**src/rtl/wb_arb_pkg.sv**
```systemverilog
// Shared encodings and sizing helpers for the Wishbone round-robin arbiter.
package wb_arb_pkg;

  localparam logic [0:0] ST_IDLE = 1'b0;
  localparam logic [0:0] ST_OWN  = 1'b1;

  function automatic int clog2(input int v);
    int r;
    r = 0;
    while ((1 << r) < v) r++;
    return r;
  endfunction

  // Stall counter has to be able to hold the value TIMEOUT itself.
  function automatic int stall_w(input int timeout);
    return clog2(timeout + 1);
  endfunction

endpackage

```
**src/rtl/wb_rr_pick.sv**
```systemverilog
// Rotating priority encoder: first requester above 'last', wrapping around.
module wb_rr_pick #(
  parameter int N  = 2,
  parameter int IW = 1
) (
  input  logic [N-1:0]  req,
  input  logic [IW-1:0] last,
  output logic [N-1:0]  gnt,
  output logic [IW-1:0] idx
);

  always_comb begin
    logic [IW-1:0] k;
    logic          found;
    gnt   = '0;
    idx   = '0;
    found = 1'b0;
    k     = '0;
    for (int i = 1; i <= N; i++) begin
      k = IW'((int'(last) + i) % N);
      if (!found && req[k]) begin
        found  = 1'b1;
        gnt[k] = 1'b1;
        idx    = k;
      end
    end
  end

endmodule

```
**src/rtl/wb_rr_arbiter.sv**
```systemverilog
// Round-robin arbiter sharing one Wishbone slave among NUM_MASTERS masters.
// Define WB_ARB_TIMEOUT_EN to add the stall timeout with m_err_o reporting.
module wb_rr_arbiter
  import wb_arb_pkg::*;
#(
  parameter int NUM_MASTERS = 2,
  parameter int AWIDTH      = 16,
  parameter int DWIDTH      = 32,
  parameter int TIMEOUT     = 16
) (
  input  logic                          clk_i,
  input  logic                          rst_i,
  input  logic [NUM_MASTERS-1:0]        m_cyc_i,
  input  logic [NUM_MASTERS-1:0]        m_stb_i,
  input  logic [NUM_MASTERS-1:0]        m_we_i,
  input  logic [NUM_MASTERS*AWIDTH-1:0] m_adr_i,
  input  logic [NUM_MASTERS*DWIDTH-1:0] m_dat_i,
  output logic [DWIDTH-1:0]             m_dat_o,
  output logic [NUM_MASTERS-1:0]        m_ack_o,
  output logic [NUM_MASTERS-1:0]        m_err_o,
  output logic [NUM_MASTERS-1:0]        gnt_o,
  output logic                          s_cyc_o,
  output logic                          s_stb_o,
  output logic                          s_we_o,
  output logic [AWIDTH-1:0]             s_adr_o,
  output logic [DWIDTH-1:0]             s_dat_o,
  input  logic [DWIDTH-1:0]             s_dat_i,
  input  logic                          s_ack_i
);

  localparam int IW = clog2(NUM_MASTERS);

  if (NUM_MASTERS < 2 || NUM_MASTERS > 4) begin : g_bad_masters
    $error("wb_rr_arbiter: NUM_MASTERS must be in 2..4");
  end
  if (TIMEOUT < 1) begin : g_bad_timeout
    $error("wb_rr_arbiter: TIMEOUT must be at least 1");
  end

  logic [0:0]                         state;
  logic [IW-1:0]                      last;
  logic [IW-1:0]                      pick_idx;
  logic [NUM_MASTERS-1:0]             pick_gnt;
  logic                               own;
  logic                               timeout;
  logic                               rel;
  logic [NUM_MASTERS-1:0][AWIDTH-1:0] adr_v;
  logic [NUM_MASTERS-1:0][DWIDTH-1:0] dat_v;

  assign adr_v = m_adr_i;
  assign dat_v = m_dat_i;

  wb_rr_pick #(.N(NUM_MASTERS), .IW(IW)) u_pick (
    .req  (m_cyc_i),
    .last (last),
    .gnt  (pick_gnt),
    .idx  (pick_idx)
  );

  // 'last' doubles as the owner index while in OWN.
  assign own     = (state == ST_OWN);
  assign s_cyc_o = own & m_cyc_i[last];
  assign s_stb_o = own & m_stb_i[last];
  assign s_we_o  = own & m_we_i[last];
  assign s_adr_o = own ? adr_v[last] : '0;
  assign s_dat_o = own ? dat_v[last] : '0;
  assign m_ack_o = own ? (gnt_o & {NUM_MASTERS{s_ack_i}}) : '0;
  assign m_dat_o = s_dat_i;

`ifdef WB_ARB_TIMEOUT_EN
  localparam int CW = stall_w(TIMEOUT);
  logic [CW-1:0] stall;

  assign timeout = own && (stall == CW'(TIMEOUT));
  assign m_err_o = timeout ? gnt_o : '0;

  always_ff @(posedge clk_i) begin
    if (rst_i || s_ack_i || !s_stb_o || timeout) stall <= '0;
    else                                         stall <= stall + CW'(1);
  end
`else
  assign timeout = 1'b0;
  assign m_err_o = '0;
`endif

  assign rel = !m_cyc_i[last] || timeout;

  always_ff @(posedge clk_i) begin
    if (rst_i) begin
      state <= ST_IDLE;
      gnt_o <= '0;
      last  <= IW'(NUM_MASTERS - 1);
    end else begin
      case (state)
        ST_IDLE: begin
          if (|m_cyc_i) begin
            state <= ST_OWN;
            gnt_o <= pick_gnt;
            last  <= pick_idx;
          end
        end
        default: begin
          if (rel) begin
            state <= ST_IDLE;
            gnt_o <= '0;
          end
        end
      endcase
    end
  end

endmodule
```
**config.mk**
```make
export PLATFORM = sky130hd
export DESIGN_NAME = wb_rr_arbiter
export DESIGN_NICKNAME = d
export VERILOG_FILES = /design/src/rtl/wb_arb_pkg.sv /design/src/rtl/wb_rr_pick.sv /design/src/rtl/wb_rr_arbiter.sv
export SDC_FILE = /design/constraint.sdc
export NUM_CORES = 1
export LEC_CHECK = 0
export CORE_AREA = 3 3 86 88
export DETAILED_ROUTE_END_ITERATION = 12
export DIE_AREA = 0 0 89 91
export PLACE_DENSITY_LB_ADDON = 0.3
export SLEW_MARGIN = 20
export SYNTH_ARGS = -nofsm -noshare
export SYNTH_HDL_FRONTEND = slang
export SYNTH_SLANG_ARGS = --single-unit
```
**constraint.sdc**
```tcl
create_clock -name clk_i -period 1.5 [get_ports clk_i]
set_input_delay 0.45 -clock clk_i [delete_from_list [all_inputs] [get_ports clk_i]]
set_output_delay 0.45 -clock clk_i [all_outputs]
set_load 0.005 [all_outputs]
```
==> results.ini <==
[run_status]
failed_checks=negative setup slack
status=complete, but fails checks

[logic_synthesis]
synth_cell_types=21
yosysSeqAreaShare_pct=5.77
ys_ff_latch=4
avgSynthCellArea_um2=7.85
yosysWarnings=0
synth_top_area_cell=mux2i_1
async_flop_share_pct=0
syn_inst=177
synth_area_mm2=0.00139
synth_area_leaders=mux2i_1, nor2b_1, buf_4, dfxtp_1, buf_6
ys.flop_type=dfxtp_1
synth-edff-count=0
synth_top_area_share_pct=36.8

[global_route]
grt_pass1_vias=1597
use_met3_pct=3.63
grt_antenna_before_repair=0
overflow=0
use_met1_pct=14.0
grt_use_total_pct=12.5
grt_pass1_wl_mm=8.05
grt.busiest_layer=met2
grt_max_degree=29
grt_use_met2_pct=22.6

[cts]
root_buffer=clkbuf_8
clkSlewWorstSetupHoldPaths_ns=0.03
clock_latency_ns=0.22
cts_tree=done
cts_buffer_depth=2
cts_made_buffers=3
htree_num_levels=1
clock_sinks=4

[setup_path]
endpoint_kind=output pin
crit_type=reg2out
r2r_start=last
cp_data_arrival_time_ns=1.28
path_max_fanout=11
required_ns=1.05
crit_path_start_kind=flip-flop
crit_start=last

[layout]
finalNetCount=462
layout_commonest_cell=dlygate4sd2_1
layout-drive-gt1-share_pct=28.7
layout.filler_cells=747
num_antenna_cells=0
area_delta_synth_final_pct=107
finalNonFillerCells=404
final_cell_mix=dlygate4sd2_1, buf_2, nor2b_1, mux2i_1, clkdlybuf4s50_1

[power]
switchingPower_uw=359
design_power_total_mw=1.20
vdd.ir_drop.worst_v=0.000171
p_leak_nw=1.76
p_int_uw=836
combinationalPowerShare_pct=68.9
power_frac_seq_pct=11.0
pwr_density_cell_mw_per_mm2=415
clkPwrFrac_pct=20.1
switching_share_pct=30.0

[routing]
drtIter0Drc=18
viasPerCell=4.17
drt-pass1-iter-count=4
wl_per_cell_um=14.4
antenna_left=0
drc=0
vias=1684
finalWirelength_mm=5.82

[sta]
setup_viol=51
fin_ws_ns=-0.227
maxSlewViolCount=0
fmax_ghz=0.579
fin_crit_ns=1.73
rsz0062_at_grt=yes
hold_violations=0
finalCritPeriodShare_pct=115
fin_setup_tns_ns=-8.20
clock_skew_ns=0.00417

[placed_design]
dp_hpwl_mm=4.41
gp_congestion=0.685
dpl.cell_count=381
port_buffers=159

[floorplan]
fp.dieW_um=89
die_h_um=91
ios=226
fp-row-count=30
die_area_mm2=0.00810
start_util_pct=20.7
core_area_mm2=0.00672

[run]
cap_violations=0

[min_path]
hold_path.class=reg2reg
min_from=gnt_o[1]

==> cells in the mapped netlist (all sizes together) (2+ instances only) <==
cell	count
inv	2
o21ai	2
a21oi	3
dfxtp	4
nand2b	3
nand3	2
nor2	2
and3	3
buf	45
clkbuf	2
nor2b	51
mux2i	51
==> per-layer routing <==
layer | vias up | wire (µm)
met3 | 12 | 710
li1 | 848 | -
met1 | 723 | 2120
met2 | 101 | 2910
met4 | 0 | 70
met5 | - | 0
==> sequential cells by signal, indices dropped and copies added (netlist names) <==
signal / flops
last: 1
own: 1
gnt_o: 2
==> metrics by stage <==
step	hold WS, ns	cell area [µm²]	setup WS, ns	util [%]
5_1_grt	0.701	2880	-0.313	42.8
3_3_place_gp	0.630	2890	-0.603	43.0
2_1_floorplan	0.486	1390	0.137	-
3_5_place_dp	0.636	2890	-0.625	43.0
6_report	0.638	2880	-0.227	42.8
4_1_cts	0.642	2820	-0.272	41.9
==> power groups by stage <==
| stage | Sequential [mW] | Combinational (mW) | Clock, mW |
|---|---|---|---|
| 6_report | 0.131 | 0.823 | 0.241 |
| 5_1_grt | 0.134 | 0.896 | 0.263 |
| 4_1_cts | 0.134 | 0.831 | 0.250 |
| 3_5_place_dp | 0.130 | 0.881 | 0 |
| 3_3_place_gp | 0.130 | 0.874 | 0 |
| 2_1_floorplan | 0.125 | 0.397 | 0 |
==> cell type report <==
cell class                      instances  area (µm²)  share of cell area, %
Inverter                                2        7.51                  0.261
Sequential cell                         4        87.6                   3.04
Tap cell                               80         100                   3.48
Multi-Input combinational cell        125         983                   34.2
Clock buffer                            4        45.0                   1.56
Timing Repair Buffer                  189        1660                   57.5
==> worst max-delay path, cell delays in order, from the launching register on <==
cell and delay (ns):
dfxtp_4 0.40, buf_4 0.13, clkbuf_16 0.16, mux2i_1 0.19, nor2b_1 0.06, buf_2 0.12
==> repair_timing <==
| item | CTS | global route |
|---|---|---|
| setup buffers | 11 | 7 |
| pin swaps | 1 | 1 |
| gates resized for setup | 275 | 29 |
| endpoints found under the setup margin | 55 | 53 |
| gates cloned | 3 | 1 |
| hold buffers | 0 | 0 |
==> final timing paths <==
kind / to / slack (ns) / cells past startpoint
setup / recovery: s_adr_o[15] / -0.23 / 5
hold / removal: gnt_o[1] / 0.64 / 3
setup reg to reg: gnt_o[1] / 0.27 / 5
hold reg to reg: gnt_o[1] / 0.64 / 3
==> cell families (layout without fill, tap and decap cells) <==
logic type	after synthesis	in the layout	synth area share, %
AO/OA/AOI/OAI	9	9	4.23
buffers and inverters	49	195	25.1
flip-flops	4	4	5.77
multiplexers	51	51	36.8
other	1	2	0.270
AND/OR/NAND/NOR	63	63	27.8
(Power assumes the default switching activity.)
